[src/rtl/dmem_arbiter.sv]
// Round-robin arbiter sharing one DataMem port between the core (r0) and a DMA loader (r1).
// A requester may lock the port for an atomic sequence; a lock timeout forces release.
module dmem_arbiter #(
  parameter int AW       = 8,
  parameter int DW       = 8,
  parameter int MAX_LOCK = 16
) (
  input  logic          clk,
  input  logic          init_n,
  input  logic          r0_req,
  input  logic          r0_we,
  input  logic          r0_lock,
  input  logic [AW-1:0] r0_addr,
  input  logic [DW-1:0] r0_wdata,
  output logic          r0_gnt,
  output logic          r0_rvalid,
  output logic [DW-1:0] r0_rdata,
  input  logic          r1_req,
  input  logic          r1_we,
  input  logic          r1_lock,
  input  logic [AW-1:0] r1_addr,
  input  logic [DW-1:0] r1_wdata,
  output logic          r1_gnt,
  output logic          r1_rvalid,
  output logic [DW-1:0] r1_rdata,
  output logic          mem_wen,
  output logic [AW-1:0] mem_addr,
  output logic [DW-1:0] mem_in,
  input  logic [DW-1:0] mem_out,
  output logic          lock_err
);

  typedef enum logic [1:0] {IDLE, LOCK0, LOCK1} state_t;

  localparam int            TW   = $clog2(MAX_LOCK);
  localparam logic [TW-1:0] TMAX = TW'(MAX_LOCK - 1);

  state_t        state;
  logic          last;
  logic [TW-1:0] timer;
  logic          blk0, blk1;

  logic elig0, elig1;
  logic win;          // 0 = r0, 1 = r1
  logic grant;
  logic win_lock, win_blk;
  logic owner, owner_lock;

  // NOTE: every signal gets a default at the top of always_comb so no path leaves it unassigned (no latch).
  always_comb begin
    elig0 = r0_req && (state != LOCK1);
    elig1 = r1_req && (state != LOCK0);
    win   = 1'b0;
    if (elig0 && elig1) win = ~last;
    else if (elig1)     win = 1'b1;
    // Reset gates grants combinationally so no access leaks out while init_n is low.
    grant      = init_n && (elig0 || elig1);
    win_lock   = win ? r1_lock : r0_lock;
    win_blk    = win ? blk1 : blk0;
    owner      = (state == LOCK1);
    owner_lock = owner ? r1_lock : r0_lock;
  end

  assign r0_gnt   = grant && !win;
  assign r1_gnt   = grant && win;
  assign mem_wen  = grant && (win ? r1_we : r0_we);
  assign mem_addr = grant ? (win ? r1_addr : r0_addr) : '0;
  assign mem_in   = grant ? (win ? r1_wdata : r0_wdata) : '0;

  // NOTE: sequential state uses non-blocking assignments; later assignments in the block take precedence.
  always_ff @(posedge clk or negedge init_n) begin
    if (!init_n) begin
      state     <= IDLE;
      last      <= 1'b1;
      timer     <= '0;
      blk0      <= 1'b0;
      blk1      <= 1'b0;
      r0_rvalid <= 1'b0;
      r1_rvalid <= 1'b0;
      r0_rdata  <= '0;
      r1_rdata  <= '0;
      lock_err  <= 1'b0;
    end else begin
      lock_err  <= 1'b0;
      r0_rvalid <= r0_gnt && !r0_we;
      r1_rvalid <= r1_gnt && !r1_we;
      if (r0_gnt && !r0_we) r0_rdata <= mem_out;
      if (r1_gnt && !r1_we) r1_rdata <= mem_out;
      if (grant) last <= win;
      if (!r0_lock) blk0 <= 1'b0;
      if (!r1_lock) blk1 <= 1'b0;

      unique case (state)
        IDLE: begin
          if (grant && win_lock && !win_blk) begin
            state <= win ? LOCK1 : LOCK0;
            timer <= '0;
          end
        end
        LOCK0, LOCK1: begin
          if (!owner_lock) begin
            state <= IDLE;
          end else if (timer == TMAX) begin
            // Forced release: hand the next tie to the other side and bar relock.
            state    <= IDLE;
            lock_err <= 1'b1;
            last     <= owner;
            if (owner) blk1 <= 1'b1;
            else       blk0 <= 1'b1;
          end else begin
            timer <= timer + 1'b1;
          end
        end
        default: state <= IDLE;
      endcase
    end
  end

endmodule
[config.mk]
export PLATFORM = sky130hd
export DESIGN_NAME = dmem_arbiter
export DESIGN_NICKNAME = d
export VERILOG_FILES = /design/src/rtl/dmem_arbiter.sv
export SDC_FILE = /design/constraint.sdc
export NUM_CORES = 1
export LEC_CHECK = 0
export CORE_UTILIZATION = 46
export CTS_CLUSTER_SIZE = 24
export DETAILED_ROUTE_END_ITERATION = 8
export DONT_BUFFER_PORTS = 1
export GPL_ROUTABILITY_DRIVEN = 0
export PLACE_DENSITY = 0.67
export SLEW_MARGIN = 10
export SYNTH_ARGS = -nofsm -noshare
export SYNTH_HDL_FRONTEND = slang
export SYNTH_SLANG_ARGS = --single-unit
[constraint.sdc]
create_clock -name clk -period 5.5 [get_ports clk]
set_clock_uncertainty 0.15 [all_clocks]
set_input_delay 1.65 -clock clk [delete_from_list [all_inputs] [get_ports clk]]
set_output_delay 1.65 -clock clk [all_outputs]
set_load 0.01 [all_outputs]
---- After elaboration in Yosys (flattened, before gate mapping) ----
Index checks and enable logic that the tools add are counted.
storage, ports and cells
  flip-flop bits (word level) ............. 28
  input port bits ......................... 48
  output and inout port bits .............. 38
  logic and storage cells ................. 78
operators by class
  add/subtract/negate cells ............... 1
  eq/ne operators ......................... 9
  multiplexer cells ....................... 36
  bitwise logic cells ..................... 1
  reduce and logical (&&, ||, !) cells .... 21
operators by type and width
  operator             count
  $mux 8               4
  $mux 1               23
  $mux 4               3
  $logic_and 1x1->1    11
  $mux 2               4
  $ne 2x2->1 const B   4
  $pmux 4 s2           1
  $add 4x1->4 const B  1
  $eq 4x4->1 const B   1
  $logic_not 1->1      4
  $pmux 2 s2           1
  $reduce_and 4->1     1
  $ne 3x3->1 const B   1
  $eq 2x1->1 const B   1
  $eq 2x2->1 const B   1
  $logic_not 2->1      1
  $ne 2x1->1 const B   1
  $reduce_and 2->1     1
  $reduce_bool 2->1    1
  $reduce_or 2->1      1
  $logic_or 1x1->1     1
  $not 1->1            1

---- Longest topological paths before layout ----
Gate-level depths: netlist of the first run.
  depth after elaboration ................. 9
  mapped depth ............................ 9
  depth with buffers taken out ............ 7

---- Worst setup path after synthesis of the first run ----
OpenSTA, ideal clock, no wires.
  kind .................................... input port to output port
  start point ............................. in r1_req
  end point ............................... out mem_addr[6]
  arrival time ............................ 2.699 ns
  path slack .............................. 1.001 ns
  stages on the path ...................... 5
  path buffers ............................ 2
  path through ............................ nor3b_2 > nor3_2 > buf_2 > buf_2 > a22o_1
on the way
  cells in the longest elaborated chain, start to end .. 5
  elaborated cells between the ends (all ways) .. 8
  classes of those cells .................. 4 x mux; 4 x reduce/logical
ends and longest elaborated chain
  what                                                line    text
  from (decl)                                         18      input logic r1_req,
  $logic_and 1x1->1 (*)                               52      elig1 = r1_req && (state != LOCK0);
  $mux 1 / $logic_and 1x1->1 (equally long branches)  55, 54
  $mux 1                                              54      if (elig0 && elig1) win = ~last;
  $mux 8                                              67      assign mem_addr = grant ? (win ? r1_addr : r0_addr) : '0;
  $mux 8 (*)                                          67
  to (decl)                                           27      output logic [AW-1:0] mem_addr,
Mark *: on every way between the ends. The rest lies on a longest branch, timed or not.

---- Final worst setup path of the first run ----
Same ends and word-level chain as after synthesis.

==> report_table.html, run 1 <==
<table>
<tr><th>Metric</th><th>Value</th></tr>
<tr><th colspan="2">Outcome</th></tr>
<tr><td>Status</td><td>finished, final reports clean</td></tr>
<tr><th colspan="2">Die</th></tr>
<tr><td>Area of the core</td><td>3150 um^2</td></tr>
<tr><td>Cell row count</td><td>20</td></tr>
<tr><td>Die span in y</td><td>60.6 um</td></tr>
<tr><td>Horizontal die dimension</td><td>60.6 um</td></tr>
<tr><td>Full die area</td><td>3680 um^2</td></tr>
<tr><td>Starting density of the core</td><td>0.502</td></tr>
<tr><td># IOs</td><td>86</td></tr>
<tr><th colspan="2">Pwr</th></tr>
<tr><td>Static leakage</td><td>0.000673 uW</td></tr>
<tr><td>Share of total power in sequential cells</td><td>0.471</td></tr>
<tr><td>Cell area power density</td><td>493 nW/um^2</td></tr>
<tr><td>P_sw</td><td>307 uW</td></tr>
<tr><td>Sum of internal, switching and leakage power</td><td>805 uW</td></tr>
<tr><td>Internal cell power</td><td>497 uW</td></tr>
<tr><td>Switching share of power</td><td>0.382</td></tr>
<tr><td>Clock share of power</td><td>0.169</td></tr>
<tr><td>Peak supply drop</td><td>0.308 mV</td></tr>
<tr><td>Combinational cell fraction of total power</td><td>0.360</td></tr>
<tr><th colspan="2">Timing</th></tr>
<tr><td>Number of setup violations in the final report</td><td>0</td></tr>
<tr><td>Fin worst setup slack</td><td>741 ps</td></tr>
<tr><td>Remaining max-slew budget at the tightest pin</td><td>0.327</td></tr>
<tr><td>Shortest clock period the worst path allows after layout</td><td>4760 ps</td></tr>
<tr><td>Actual transition at the worst max-transition pin</td><td>1000 ps</td></tr>
<tr><td>Share of the clock period used by the worst path</td><td>0.865</td></tr>
<tr><td>Hold Vio Cnt, Final</td><td>0</td></tr>
<tr><td>Number of max-slew violations in the final report</td><td>0</td></tr>
<tr><td>Total negative setup slack</td><td>0 ps</td></tr>
<tr><td>RSZ-0062 raised after global routing</td><td>no</td></tr>
<tr><td>Peak Freq</td><td>0.210 GHz</td></tr>
<tr><th colspan="2">Detailed routing</th></tr>
<tr><td>Total Wirelength</td><td>3220 um</td></tr>
<tr><td>Residual antenna-violating net count after detailed routing</td><td>0</td></tr>
<tr><td>First-iteration detailed-routing DRC count</td><td>39</td></tr>
<tr><td>Pre-antenna DRT Iters</td><td>4</td></tr>
<tr><td>Via-per-instance ratio</td><td>6.19</td></tr>
<tr><td>WL per Instance</td><td>18.8 um</td></tr>
<tr><td>Remaining routing DRC violations</td><td>0</td></tr>
<tr><td>Routed via count</td><td>1059</td></tr>
<tr><th colspan="2">Critical path</th></tr>
<tr><td>Number of cell instances on the worst register-to-register path</td><td>6</td></tr>
<tr><td>Slack of the worst reg-to-reg path</td><td>2690 ps</td></tr>
<tr><td>R2R Path End</td><td>r1_rdata[1]</td></tr>
<tr><td>Critical path required time</td><td>3700 ps</td></tr>
<tr><td>Crit-path max FO</td><td>19</td></tr>
<tr><td>Kind of capture point of the worst setup path</td><td>primary output</td></tr>
<tr><td>Crit path DAT</td><td>2960 ps</td></tr>
<tr><td>Delay of the slowest cell on the worst path</td><td>800 ps</td></tr>
<tr><td>Family of cells with the greatest summed delay on the critical path</td><td>simple AND/OR/NAND/NOR gates</td></tr>
<tr><td>Critical path class</td><td>in -&gt; out</td></tr>
<tr><td>Endpoint of the most critical setup path</td><td>mem_addr[6]</td></tr>
<tr><td>Slowest stage cell on the critical path</td><td>nor3_2</td></tr>
<tr><td>Element type at the critical path start</td><td>input pin</td></tr>
<tr><td>Critical path launch point</td><td>r1_req</td></tr>
<tr><td>Number of stages on the worst setup path</td><td>3</td></tr>
<tr><td>Count of buffer and inverter cells on the critical path</td><td>0</td></tr>
<tr><td>Critical path cell sequence</td><td>nor3b_2 -&gt; nor3_2 -&gt; a22o_1</td></tr>
<tr><td>R2r startpoint</td><td>state[0]</td></tr>
<tr><th colspan="2">Clocking</th></tr>
<tr><td>Root Driver</td><td>clkbuf_4</td></tr>
<tr><td>TritonCTS clock tree</td><td>yes</td></tr>
<tr><td>Hold Buf Count CTS</td><td>0</td></tr>
<tr><td>Clock latency at the later pin of the worst-skew pair</td><td>330 ps</td></tr>
<tr><td>Cts bufs inserted</td><td>3</td></tr>
<tr><td>Reg clk slew, reported paths</td><td>150 ps</td></tr>
<tr><td>H-tree level count</td><td>1</td></tr>
<tr><td>Buffer depth of the longest clock path</td><td>2</td></tr>
<tr><td>Post-CTS setup buffers</td><td>0</td></tr>
<tr><td>Gates resized, CTS repair</td><td>0</td></tr>
<tr><td>Clock sink count</td><td>28</td></tr>
<tr><th colspan="2">Global route</th></tr>
<tr><td>Vias in the first global route</td><td>1041</td></tr>
<tr><td>Wire length of the first global-routing pass</td><td>4860 um</td></tr>
<tr><td>Number of antenna violations at the first check in global routing</td><td>0</td></tr>
<tr><td>Residual overflow from global routing</td><td>0</td></tr>
<tr><td>GRT Total Usage</td><td>0.178</td></tr>
<tr><td>Maximum number of pins on one net before global-route repair</td><td>33</td></tr>
<tr><th colspan="2">Finish</th></tr>
<tr><td>Antenna cell count</td><td>0</td></tr>
<tr><td>Final standard cell utilization of the core</td><td>0.517</td></tr>
<tr><td>Fraction of layout instances using a drive strength above 1</td><td>0.276</td></tr>
<tr><td>Post-route cell area</td><td>1630 um^2</td></tr>
<tr><td>Area growth, synth to finish</td><td>3.16%</td></tr>
<tr><td>Nets</td><td>180</td></tr>
<tr><th colspan="2">Logic synthesis</th></tr>
<tr><td>EDFF count, synth</td><td>0</td></tr>
<tr><td>Primary flip-flop cell chosen by synthesis mapping</td><td>dfrtp_1</td></tr>
<tr><td>Register bit total from synthesis</td><td>28</td></tr>
<tr><td>Post-synth design cell area</td><td>1580 um^2</td></tr>
<tr><td>Proportion of synthesized flip-flops having asynchronous set or reset</td><td>1.00</td></tr>
<tr><td>Mean cell area of the mapped netlist</td><td>12.2 um^2</td></tr>
<tr><td>Cell count after synthesis</td><td>130</td></tr>
<tr><td>Distinct cell type count of the synthesized netlist</td><td>43</td></tr>
<tr><td>Total nets after synthesis</td><td>182</td></tr>
<tr><td>Post-synthesis sequential area ratio</td><td>0.444</td></tr>
<tr><td>Syn. warnings</td><td>0</td></tr>
<tr><th colspan="2">Flow run</th></tr>
<tr><td>Max Cap Violations</td><td>0</td></tr>
<tr><th colspan="2">Placed design</th></tr>
<tr><td>Dpl hpwl</td><td>2460 um</td></tr>
<tr><td>Port Buf Inserts</td><td>0</td></tr>
<tr><td>Standard cell area after detailed placement</td><td>1580 um^2</td></tr>
<tr><td>Setup slack at placement</td><td>767 ps</td></tr>
<tr><th colspan="2">Hold path</th></tr>
<tr><td>Path type of the worst min-delay path</td><td>reg -&gt; reg</td></tr>
</table>
kinds of logic (layout without fill, tap and decap cells):
logic type | after synthesis | after routing | synth area share
adder cells (fa/ha/maj) | 4 | 4 | 0.0316
AO/OA/AOI/OAI | 36 | 36 | 0.195
buffers and inverters | 14 | 11 | 0.0578
flip-flops | 28 | 28 | 0.444
multiplexers | 17 | 17 | 0.123
AND/OR/NAND/NOR | 31 | 31 | 0.149
state kept, by name, indices dropped and copies added, names as in the netlist:
| register | count |
|---|---|
| blk0 | 1 |
| r1_rvalid | 1 |
| lock_err | 1 |
| timer | 4 |
| r0_rdata | 8 |
| blk1 | 1 |
| state | 2 |
| r1_rdata | 8 |
| last | 1 |
| r0_rvalid | 1 |
power groups by stage:
stage / registers, uW / logic [uW] / clock network, uW
after floorplan: 366 / 271 / 0
after global placement: 382 / 279 / 0
after detailed placement: 385 / 292 / 0
after CTS: 381 / 292 / 139
after global routing: 392 / 320 / 148
final: 379 / 289 / 136
synth_stat cells (2+ instances only):
| cell type | count | area [um^2] |
|---|---|---|
| a21oi_1 | 2 | 10.0 |
| a22o_1 | 17 | 149 |
| a311o_1 | 2 | 20.0 |
| buf_2 | 4 | 20.0 |
| buf_6 | 4 | 45.0 |
| dfrtp_1 | 27 | 676 |
| ha_1 | 4 | 50.1 |
| inv_1 | 5 | 18.8 |
| mux2_2 | 16 | 180 |
| nand2_1 | 6 | 22.5 |
| nand3_1 | 4 | 20.0 |
| nand4_1 | 3 | 18.8 |
| nor2b_1 | 2 | 12.5 |
| o211ai_1 | 3 | 22.5 |
| o21ai_0 | 3 | 15.0 |
area by class of cell:
class	instances	area, um^2
fillers	306	1520
multi-input cells	88	788
flip-flops and latches	28	702
well taps	44	55.1
clock inverters	1	30.0
clock buffers	3	22.5
inverters	5	18.8
repair buffers	2	15.0
how the worst min path moves through the flow:
stage / from / endpoint / slack (ps) / cells after the start
after floorplan: blk0 / blk0 / 300 / 2
after global placement: blk0 / blk0 / 310 / 2
after detailed placement: blk0 / blk0 / 330 / 2
after CTS: blk0 / blk0 / 360 / 2
after global routing: blk0 / blk0 / 400 / 2
final: blk0 / blk0 / 360 / 2
placed cells by master (no fill, tap or decap), types with 3 or more instances in the layout:
cell type,netlist,routed
nand3_1,4,4
ha_1,4,4
dfrtp_1,27,27
inv_1,5,5
nand2_1,6,6
a22o_1,17,17
o21ai_0,3,3
mux2_2,16,16
nand4_1,3,3
o211ai_1,3,3
clkbuf_4,0,3
routing by layer:
| metal | global-route usage | share of wire |
|---|---|---|
| met3 | 0.0661 | 0.065 |
| met1 | 0.243 | 0.43 |
| met2 | 0.275 | 0.51 |
| met4 | 0.0357 | 0.0037 |
| met5 | 0 | 0 |
through the flow:
step / instances / hold WS (ps)
floorplan: 130 / 295
global placement: 167 / 313
detailed placement: 167 / 326
CTS: 171 / 362
global route: 171 / 403
finish: 171 / 364
tightest hold or removal path, delay by kind of cell, from the launching register on:
family	cells	cell delay [ps]
AND/OR/NAND/NOR	1	50
flip-flops	1	380
AO/OA/AOI/OAI	1	60
Power figures use the tool's default switching activity.
==> run 2, diff against run 1 <==
--- a/config.mk
+++ b/config.mk
@@ -10,7 +10,7 @@
 export DETAILED_ROUTE_END_ITERATION = 8
 export DONT_BUFFER_PORTS = 1
 export GPL_ROUTABILITY_DRIVEN = 0
-export PLACE_DENSITY = 0.67
+export PLACE_DENSITY = 0.7
 export SLEW_MARGIN = 10
 export SYNTH_ARGS = -nofsm -noshare
 export SYNTH_HDL_FRONTEND = slang
==> run 2 against run 1 <==
Against the previous run: register-to-register slack improved by 20 ps; combinational power is essentially flat; sequential share of layout area grew 0.43 points; critical path depth unchanged; die area unchanged; maximum frequency decreased by 0.18%; clock power is 28% lower; largest cell class unchanged; design area fell by 1.0%; sequential power about the same; highest routed layer unchanged; worst hold slack improved by 13 ps; power decreased by 4.4%; core utilization fell by 0.52 points.
==> report_table.html, run 2 (synthesis results as in run 1) <==
<table>
<tr><th>Metric</th><th>Value</th></tr>
<tr><th colspan="2">Die</th></tr>
<tr><td>Horizontal die dimension</td><td>60.6 um (unchanged)</td></tr>
<tr><td>Cell row count</td><td>20 (unchanged)</td></tr>
<tr><td>Starting density of the core</td><td>0.502 (unchanged)</td></tr>
<tr><td># IOs</td><td>86 (unchanged)</td></tr>
<tr><td>Full die area</td><td>3680 um^2 (unchanged)</td></tr>
<tr><td>Area of the core</td><td>3150 um^2 (unchanged)</td></tr>
<tr><td>Die span in y</td><td>60.6 um (unchanged)</td></tr>
<tr><th colspan="2">Flow run</th></tr>
<tr><td>Max Cap Violations</td><td>0 (unchanged)</td></tr>
<tr><th colspan="2">Placed design</th></tr>
<tr><td>Port Buf Inserts</td><td>0 (unchanged)</td></tr>
<tr><td>Standard cell area after detailed placement</td><td>1580 um^2 (unchanged)</td></tr>
<tr><td>Dpl hpwl</td><td>2420 um (was 2460 um)</td></tr>
<tr><td>Placed cell count</td><td>167 (unchanged)</td></tr>
<tr><th colspan="2">Pwr</th></tr>
<tr><td>P_sw</td><td>305 uW (was 307 uW)</td></tr>
<tr><td>Clock share of power</td><td>0.127 (was 0.169)</td></tr>
<tr><td>Combinational cell fraction of total power</td><td>0.380 (was 0.360)</td></tr>
<tr><td>Peak supply drop</td><td>0.231 mV (was 0.308 mV)</td></tr>
<tr><td>Static leakage</td><td>0.000666 uW (was 0.000673 uW)</td></tr>
<tr><td>Switching share of power</td><td>0.397 (was 0.382)</td></tr>
<tr><td>Internal cell power</td><td>464 uW (was 497 uW)</td></tr>
<tr><td>Cell area power density</td><td>476 nW/um^2 (was 493 nW/um^2)</td></tr>
<tr><td>Share of total power in sequential cells</td><td>0.494 (was 0.471)</td></tr>
<tr><td>Sum of internal, switching and leakage power</td><td>769 uW (was 805 uW)</td></tr>
<tr><th colspan="2">Timing</th></tr>
<tr><td>Peak Freq</td><td>0.210 GHz (about the same)</td></tr>
<tr><td>Share of the clock period used by the worst path</td><td>0.867 (was 0.865)</td></tr>
<tr><td>Number of setup violations in the final report</td><td>0 (unchanged)</td></tr>
<tr><td>Shortest clock period the worst path allows after layout</td><td>4770 ps (was 4760 ps)</td></tr>
<tr><td>Remaining max-slew budget at the tightest pin</td><td>0.317 (was 0.327)</td></tr>
<tr><td>Hold Vio Cnt, Final</td><td>0 (unchanged)</td></tr>
<tr><td>Post-route worst hold slack</td><td>377 ps (was 364 ps)</td></tr>
<tr><td>RSZ-0062 raised after global routing</td><td>no (unchanged)</td></tr>
<tr><td>Total negative setup slack</td><td>0 ps (unchanged)</td></tr>
<tr><td>Number of max-slew violations in the final report</td><td>0 (unchanged)</td></tr>
<tr><td>Actual transition at the worst max-transition pin</td><td>1020 ps (was 1000 ps)</td></tr>
<tr><th colspan="2">Clocking</th></tr>
<tr><td>Gates resized, CTS repair</td><td>0 (unchanged)</td></tr>
<tr><td>Post-CTS setup buffers</td><td>0 (unchanged)</td></tr>
<tr><td>Clock latency at the later pin of the worst-skew pair</td><td>320 ps (was 330 ps)</td></tr>
<tr><td>Reg clk slew, reported paths</td><td>140 ps (was 150 ps)</td></tr>
<tr><td>Buffer depth of the longest clock path</td><td>2 (unchanged)</td></tr>
<tr><td>Cts bufs inserted</td><td>3 (unchanged)</td></tr>
<tr><td>Clock sink count</td><td>28 (unchanged)</td></tr>
<tr><td>Hold Buf Count CTS</td><td>0 (unchanged)</td></tr>
<tr><td>H-tree level count</td><td>1 (unchanged)</td></tr>
<tr><td>TritonCTS clock tree</td><td>yes (unchanged)</td></tr>
<tr><td>Root Driver</td><td>clkbuf_4 (unchanged)</td></tr>
<tr><th colspan="2">Outcome</th></tr>
<tr><td>Status</td><td>finished, final reports clean (unchanged)</td></tr>
<tr><th colspan="2">Global route</th></tr>
<tr><td>Residual overflow from global routing</td><td>0 (unchanged)</td></tr>
<tr><td>GRT Total Usage</td><td>0.187 (was 0.178)</td></tr>
<tr><td>Maximum number of pins on one net before global-route repair</td><td>33 (unchanged)</td></tr>
<tr><td>Vias in the first global route</td><td>1058 (was 1041)</td></tr>
<tr><td>Number of antenna violations at the first check in global routing</td><td>0 (unchanged)</td></tr>
<tr><td>Wire length of the first global-routing pass</td><td>4960 um (was 4860 um)</td></tr>
<tr><th colspan="2">Finish</th></tr>
<tr><td>Nets</td><td>180 (unchanged)</td></tr>
<tr><td>Antenna cell count</td><td>0 (unchanged)</td></tr>
<tr><td>Fraction of layout instances using a drive strength above 1</td><td>0.276 (unchanged)</td></tr>
<tr><td>Area growth, synth to finish</td><td>2.14% (was 3.16%)</td></tr>
<tr><td>Final std cells w/o fill</td><td>171 (unchanged)</td></tr>
<tr><td>Leading cell type in the layout, fill and taps excluded</td><td>dfrtp_1 (unchanged)</td></tr>
<tr><td>Post-route cell area</td><td>1620 um^2 (was 1630 um^2)</td></tr>
<tr><td>Storage cell area</td><td>702 um^2 (unchanged)</td></tr>
<tr><td>Count of fill cells added during filler insertion</td><td>302 (was 306)</td></tr>
<tr><td>Highest-count cells in the layout ignoring fill and taps</td><td>dfrtp_1 (27), a22o_1 (17), mux2_2 (16) (unchanged)</td></tr>
<tr><td>Largest registers</td><td>r0_rdata (8), r1_rdata (8), timer (4) (unchanged)</td></tr>
<tr><td>Combined area of the multi-input logic cells</td><td>788 um^2 (unchanged)</td></tr>
<tr><th colspan="2">Critical path</th></tr>
<tr><td>Kind of capture point of the worst setup path</td><td>primary output (unchanged)</td></tr>
<tr><td>Critical path required time</td><td>3700 ps (about the same)</td></tr>
<tr><td>Crit path DAT</td><td>2970 ps (was 2960 ps)</td></tr>
<tr><td>Crit-path max FO</td><td>19 (unchanged)</td></tr>
<tr><td>Element type at the critical path start</td><td>input pin (unchanged)</td></tr>
<tr><td>Critical path class</td><td>in -&gt; out (unchanged)</td></tr>
<tr><th colspan="2">Hold path</th></tr>
<tr><td>Path type of the worst min-delay path</td><td>reg -&gt; reg (unchanged)</td></tr>
<tr><th colspan="2">Detailed routing</th></tr>
<tr><td>Via-per-instance ratio</td><td>6.26 (was 6.19)</td></tr>
<tr><td>WL per Instance</td><td>18.9 um (was 18.8 um)</td></tr>
<tr><td>Pre-antenna DRT Iters</td><td>4 (unchanged)</td></tr>
<tr><td>Residual antenna-violating net count after detailed routing</td><td>0 (unchanged)</td></tr>
<tr><td>First-iteration detailed-routing DRC count</td><td>19 (was 39)</td></tr>
<tr><td>Routed via count</td><td>1071 (was 1059)</td></tr>
<tr><td>Remaining routing DRC violations</td><td>0 (unchanged)</td></tr>
<tr><td>Total Wirelength</td><td>3230 um (was 3220 um)</td></tr>
</table>
## run 2: changes by cell type in the layout (fill, tap and decap cells not counted), sizes merged
cell    change
clkbuf      +1
bufinv      -1
## run 2: worst max-delay path, cell delays in order
cell	delay [ps]
nor3b_2	160
nor3_2	810
a22o_1	340
## run 2: layout make-up
| cell class | count | share of cell area |
|---|---|---|
| flip-flops and latches | 28 | 0.435 |
| repair buffers | 2 | 0.00930 |
| inverters | 5 | 0.0116 |
| well taps | 44 | 0.0341 |
| clock buffers | 4 | 0.0225 |
| multi-input cells | 88 | 0.488 |
## run 2: per-layer routing
layer | vias up | global-route usage | routed length [um]
met5 | - | 0 | 0
met4 | 0 | 0.0714 | 20
met3 | 2 | 0.0469 | 183
met2 | 25 | 0.283 | 1610
met1 | 547 | 0.261 | 1420
li1 | 497 | - | -
## run 2: power by group through the flow
| stage | Clock (uW) | Sequential (uW) | Combinational (uW) |
|---|---|---|---|
| finish | 97.5 | 380 | 292 |
| CTS | 102 | 381 | 293 |
| floorplan | 0 | 366 | 271 |
| detailed placement | 0 | 384 | 293 |
| global route | 110 | 391 | 324 |
| global placement | 0 | 381 | 279 |
## run 2: worst paths after layout
path                            startpoint     endpoint  slack [ps]  cells after the start
max in group asynchronous           init_n         last        4180                      0
worst max register to register    state[0]  r1_rdata[7]        2710                      6
worst max-delay path                r1_req    mem_in[3]         730                      3
min in group asynchronous           init_n     timer[2]         850                      0
worst min register to register        blk0         blk0         380                      2
worst min-delay path                  blk0         blk0         380                      2
## run 2: through the flow
step                utilization  worst slack, ps
floorplan                     -             1000
finish                    0.512              732
detailed placement        0.501              743
global route              0.512              607
global placement          0.501              839
CTS                       0.512              743
==> run 3, diff against run 2 <==
--- a/config.mk
+++ b/config.mk
@@ -5,6 +5,7 @@
 export SDC_FILE = /design/constraint.sdc
 export NUM_CORES = 1
 export LEC_CHECK = 0
+export ABC_AREA = 1
 export CORE_UTILIZATION = 46
 export CTS_CLUSTER_SIZE = 24
 export DETAILED_ROUTE_END_ITERATION = 8
==> run 3 against run 2 <==
Against the previous run: non-clock buffer count decreased by 2; die area decreased by 2.2%; worst setup slack improved by 390 ps; clock power increased by 39%; synthesized cell count increased by 36%; combinational power decreased by 2%; largest power group unchanged; power increased by 1.6%; flip-flop and latch count unchanged; sequential share of layout area decreased by 0.20 points; maximum frequency increased by 8.8%.
==> report_table.html, run 3 <==
<table>
<tr><th>Metric</th><th>Value</th></tr>
<tr><th colspan="2">Detailed routing</th></tr>
<tr><td>Routed via count</td><td>1248 (was 1071)</td></tr>
<tr><td>Pre-antenna DRT Iters</td><td>5 (was 4)</td></tr>
<tr><td>Wire length on met1</td><td>1260 um (was 1420 um)</td></tr>
<tr><td>Total Wirelength</td><td>3480 um (was 3230 um)</td></tr>
<tr><td>Met2 WL post-DR</td><td>1880 um (was 1610 um)</td></tr>
<tr><td>Residual antenna-violating net count after detailed routing</td><td>0 (unchanged)</td></tr>
<tr><td>Remaining routing DRC violations</td><td>0 (unchanged)</td></tr>
<tr><td>WL per Instance</td><td>15.7 um (was 18.9 um)</td></tr>
<tr><td>Via-per-instance ratio</td><td>5.65 (was 6.26)</td></tr>
<tr><td>Met3 Routed Length</td><td>274 um (was 183 um)</td></tr>
<tr><td>First-iteration detailed-routing DRC count</td><td>31 (was 19)</td></tr>
<tr><td>Uppermost layer routed</td><td>met4 (unchanged)</td></tr>
<tr><th colspan="2">Global route</th></tr>
<tr><td>Wire length of the first global-routing pass</td><td>5090 um (was 4960 um)</td></tr>
<tr><td>Maximum number of pins on one net before global-route repair</td><td>32 (was 33)</td></tr>
<tr><td>Vias in the first global route</td><td>1184 (was 1058)</td></tr>
<tr><td>GRT Total Usage</td><td>0.194 (was 0.187)</td></tr>
<tr><td>Residual overflow from global routing</td><td>0 (unchanged)</td></tr>
<tr><td>Number of antenna violations at the first check in global routing</td><td>0 (unchanged)</td></tr>
<tr><th colspan="2">Logic synthesis</th></tr>
<tr><td>Total nets after synthesis</td><td>229 (was 182)</td></tr>
<tr><td>Mean cell area of the mapped netlist</td><td>8.73 um^2 (was 12.2 um^2)</td></tr>
<tr><td>Distinct cell type count of the synthesized netlist</td><td>29 (was 43)</td></tr>
<tr><td>Cell count after synthesis</td><td>177 (was 130)</td></tr>
<tr><td>Most instantiated cells after synthesis</td><td>nand2_1 (61), dfrtp_1 (27), a22o_1 (16) (was dfrtp_1 (27), a22o_1 (17), mux2_2 (16))</td></tr>
<tr><td>EDFF count, synth</td><td>0 (unchanged)</td></tr>
<tr><td>Post-synthesis sequential area ratio</td><td>0.454 (was 0.444)</td></tr>
<tr><td>Register bit total from synthesis</td><td>28 (unchanged)</td></tr>
<tr><td>Primary flip-flop cell chosen by synthesis mapping</td><td>dfrtp_1 (unchanged)</td></tr>
<tr><td>Post-synth design cell area</td><td>1550 um^2 (was 1580 um^2)</td></tr>
<tr><td>Syn. warnings</td><td>0 (unchanged)</td></tr>
<tr><td>Leading cell type by number of instances after synthesis</td><td>nand2_1 (was dfrtp_1)</td></tr>
<tr><td>Largest area contributor in the netlist</td><td>dfrtp_1 (unchanged)</td></tr>
<tr><td>Largest cells by area after synthesis</td><td>dfrtp_1 (44%), nand2_1 (15%), a22o_1 (9.1%) (was dfrtp_1 (43%), mux2_2 (11%), a22o_1 (9.4%))</td></tr>
<tr><td>Synth top area share</td><td>0.437 (was 0.427)</td></tr>
<tr><td>Proportion of synthesized flip-flops having asynchronous set or reset</td><td>1.00 (unchanged)</td></tr>
<tr><th colspan="2">Pwr</th></tr>
<tr><td>Internal cell power</td><td>452 uW (was 464 uW)</td></tr>
<tr><td>Clock share of power</td><td>0.173 (was 0.127)</td></tr>
<tr><td>Cell area power density</td><td>482 nW/um^2 (was 476 nW/um^2)</td></tr>
<tr><td>Combinational cell fraction of total power</td><td>0.366 (was 0.380)</td></tr>
<tr><td>Peak supply drop</td><td>0.211 mV (was 0.231 mV)</td></tr>
<tr><td>P_sw</td><td>330 uW (was 305 uW)</td></tr>
<tr><td>Switching share of power</td><td>0.422 (was 0.397)</td></tr>
<tr><td>Static leakage</td><td>0.000869 uW (was 0.000666 uW)</td></tr>
<tr><td>Share of total power in sequential cells</td><td>0.460 (was 0.494)</td></tr>
<tr><th colspan="2">Die</th></tr>
<tr><td>Area of the core</td><td>3130 um^2 (was 3150 um^2)</td></tr>
<tr><td>Starting density of the core</td><td>0.494 (was 0.502)</td></tr>
<tr><td>Horizontal die dimension</td><td>60.0 um (was 60.6 um)</td></tr>
<tr><td>Die span in y</td><td>60.0 um (was 60.6 um)</td></tr>
<tr><td># IOs</td><td>86 (unchanged)</td></tr>
<tr><td>Cell row count</td><td>20 (unchanged)</td></tr>
<tr><td>Full die area</td><td>3600 um^2 (was 3680 um^2)</td></tr>
<tr><th colspan="2">Placed design</th></tr>
<tr><td>Port Buf Inserts</td><td>0 (unchanged)</td></tr>
<tr><td>Dpl hpwl</td><td>2770 um (was 2420 um)</td></tr>
<tr><th colspan="2">Critical path</th></tr>
<tr><td>Element type at the critical path start</td><td>input pin (unchanged)</td></tr>
<tr><td>Critical path launch point</td><td>r1_req (unchanged)</td></tr>
<tr><td>Slowest stage cell on the critical path</td><td>a22o_1 (was nor3_2)</td></tr>
<tr><td>Number of stages on the worst setup path</td><td>7 (was 3)</td></tr>
<tr><td>Critical path required time</td><td>3700 ps (about the same)</td></tr>
<tr><td>R2r startpoint</td><td>state[0] (unchanged)</td></tr>
<tr><td>Crit path DAT</td><td>2580 ps (was 2970 ps)</td></tr>
<tr><td>Most frequent cell on the critical path</td><td>nand2_4</td></tr>
<tr><td>Number of cell instances on the worst register-to-register path</td><td>11 (was 6)</td></tr>
<tr><td>R2R Path End</td><td>r0_rdata[7] (was r1_rdata[7])</td></tr>
<tr><td>Critical path cell sequence</td><td>inv_1 -&gt; nor2_4 -&gt; nand2_4 -&gt; inv_6 -&gt; nand2_4 -&gt; inv_4 -&gt; a22o_1 (was nor3b_2 -&gt; nor3_2 -&gt; a22o_1)</td></tr>
<tr><td>Kind of capture point of the worst setup path</td><td>primary output (unchanged)</td></tr>
<tr><td>Family of cells with the greatest summed delay on the critical path</td><td>simple AND/OR/NAND/NOR gates (unchanged)</td></tr>
<tr><td>Count of buffer and inverter cells on the critical path</td><td>3 (was 0)</td></tr>
<tr><td>Crit-path max FO</td><td>17 (was 19)</td></tr>
<tr><td>Endpoint of the most critical setup path</td><td>mem_in[4] (was mem_in[3])</td></tr>
<tr><td>Slack of the worst reg-to-reg path</td><td>3500 ps (was 2710 ps)</td></tr>
<tr><td>Delay of the slowest cell on the worst path</td><td>230 ps (was 810 ps)</td></tr>
<tr><td>Critical path class</td><td>in -&gt; out (unchanged)</td></tr>
<tr><th colspan="2">Clocking</th></tr>
<tr><td>Buffer depth of the longest clock path</td><td>2 (unchanged)</td></tr>
<tr><td>TritonCTS clock tree</td><td>yes (unchanged)</td></tr>
<tr><td>Clock latency at the later pin of the worst-skew pair</td><td>330 ps (was 320 ps)</td></tr>
<tr><td>Root Driver</td><td>clkbuf_4 (unchanged)</td></tr>
<tr><td>H-tree level count</td><td>1 (unchanged)</td></tr>
<tr><td>Gates resized, CTS repair</td><td>0 (unchanged)</td></tr>
<tr><td>Reg clk slew, reported paths</td><td>150 ps (was 140 ps)</td></tr>
<tr><td>Post-CTS setup buffers</td><td>0 (unchanged)</td></tr>
<tr><td>Hold Buf Count CTS</td><td>0 (unchanged)</td></tr>
<tr><td>Clock sink count</td><td>28 (unchanged)</td></tr>
<tr><td>Cts bufs inserted</td><td>3 (unchanged)</td></tr>
<tr><th colspan="2">Timing</th></tr>
<tr><td>Post-route worst hold slack</td><td>358 ps (was 377 ps)</td></tr>
<tr><td>Hold Vio Cnt, Final</td><td>0 (unchanged)</td></tr>
<tr><td>Shortest clock period the worst path allows after layout</td><td>4380 ps (was 4770 ps)</td></tr>
<tr><td>Number of max-slew violations in the final report</td><td>0 (unchanged)</td></tr>
<tr><td>Total negative setup slack</td><td>0 ps (unchanged)</td></tr>
<tr><td>Peak Freq</td><td>0.228 GHz (was 0.210 GHz)</td></tr>
<tr><td>Remaining max-slew budget at the tightest pin</td><td>0.765 (was 0.317)</td></tr>
<tr><td>Share of the clock period used by the worst path</td><td>0.797 (was 0.867)</td></tr>
<tr><td>RSZ-0062 raised after global routing</td><td>no (unchanged)</td></tr>
<tr><td>Actual transition at the worst max-transition pin</td><td>351 ps (was 1020 ps)</td></tr>
<tr><td>Number of setup violations in the final report</td><td>0 (unchanged)</td></tr>
<tr><th colspan="2">Finish</th></tr>
<tr><td>Largest registers</td><td>r0_rdata (8), r1_rdata (8), timer (4) (unchanged)</td></tr>
<tr><td>Nets</td><td>230 (was 180)</td></tr>
<tr><td>Fraction of layout instances using a drive strength above 1</td><td>0.113 (was 0.276)</td></tr>
<tr><td>Highest-count cells in the layout ignoring fill and taps</td><td>nand2_1 (61), dfrtp_1 (27), a22o_1 (16) (was dfrtp_1 (27), a22o_1 (17), mux2_2 (16))</td></tr>
<tr><td>Antenna cell count</td><td>0 (unchanged)</td></tr>
<tr><td>Area growth, synth to finish</td><td>5.02% (was 2.14%)</td></tr>
<tr><td>Count of fill cells added during filler insertion</td><td>300 (was 302)</td></tr>
<tr><td>Leading cell type in the layout, fill and taps excluded</td><td>nand2_1 (was dfrtp_1)</td></tr>
<tr><th colspan="2">Outcome</th></tr>
<tr><td>Status</td><td>finished, final reports clean (unchanged)</td></tr>
<tr><th colspan="2">Flow run</th></tr>
<tr><td>Max Cap Violations</td><td>0 (unchanged)</td></tr>
<tr><th colspan="2">Hold path</th></tr>
<tr><td>Hold Path Stages</td><td>2 (unchanged)</td></tr>
<tr><td>Path type of the worst min-delay path</td><td>reg -&gt; reg (unchanged)</td></tr>
</table>
[run 3: power by group through the flow]
| stage | combinational (uW) | clock (uW) | sequential, uW |
|---|---|---|---|
| after floorplan | 249 | 0 | 348 |
| after global placement | 272 | 0 | 364 |
| after detailed placement | 288 | 0 | 365 |
| after CTS | 288 | 142 | 361 |
| after global routing | 324 | 145 | 368 |
| final | 286 | 136 | 360 |
[run 3: per-stage QoR]
step           setup slack [ps]  power [uW]   util  cell area [um^2]  cells
2_1_floorplan              1210         597      -              1550    177
3_3_place_gp               1160         636  0.502              1570    217
3_5_place_dp               1120         653  0.502              1570    217
4_1_cts                    1120         791  0.519              1620    221
5_1_grt                    1050         837  0.519              1620    221
6_report                   1120         782  0.519              1620    221
[run 3: worst min path at each step]
stage,slack [ps],startpoint,to
3_5_place_dp,340,blk1,blk1
4_1_cts,360,last,last
3_3_place_gp,330,blk1,blk1
2_1_floorplan,300,blk1,blk1
5_1_grt,400,blk1,blk1
6_report,360,last,last
[run 3: cell type report]
class                           instances  area [um^2]  share of cell area
Multi-Input combinational cell        127          736               0.453
Sequential cell                        28          702               0.433
Inverter                               18         77.6              0.0478
Tap cell                               44         55.1              0.0339
Clock inverter                          1         30.0              0.0185
Clock buffer                            3         22.5              0.0139
[run 3: routing by layer]
layer  up-vias  GRT usage
met5         -          0
met4         0     0.0997
met3         7     0.0281
met2        77      0.367
met1       578      0.204
li1        586          -
[run 3: tightest hold or removal path, delay by kind of cell, from the launching register on]
family             cells  cell delay (ps)
AOI/OAI and AO/OA      1               60
DFF                    1              410
and+or+nand+nor        1               60
[run 3: kinds of logic (layout without fill, tap and decap cells)]
family / after synthesis / in the layout / share of synthesized area
simple gates: 88 / 88 / 0.273
buf+inv: 22 / 22 / 0.0696
fa+ha+maj: 4 / 4 / 0.0324
flops: 28 / 28 / 0.454
compound gates: 34 / 34 / 0.165
xor+xnor: 1 / 1 / 0.00567
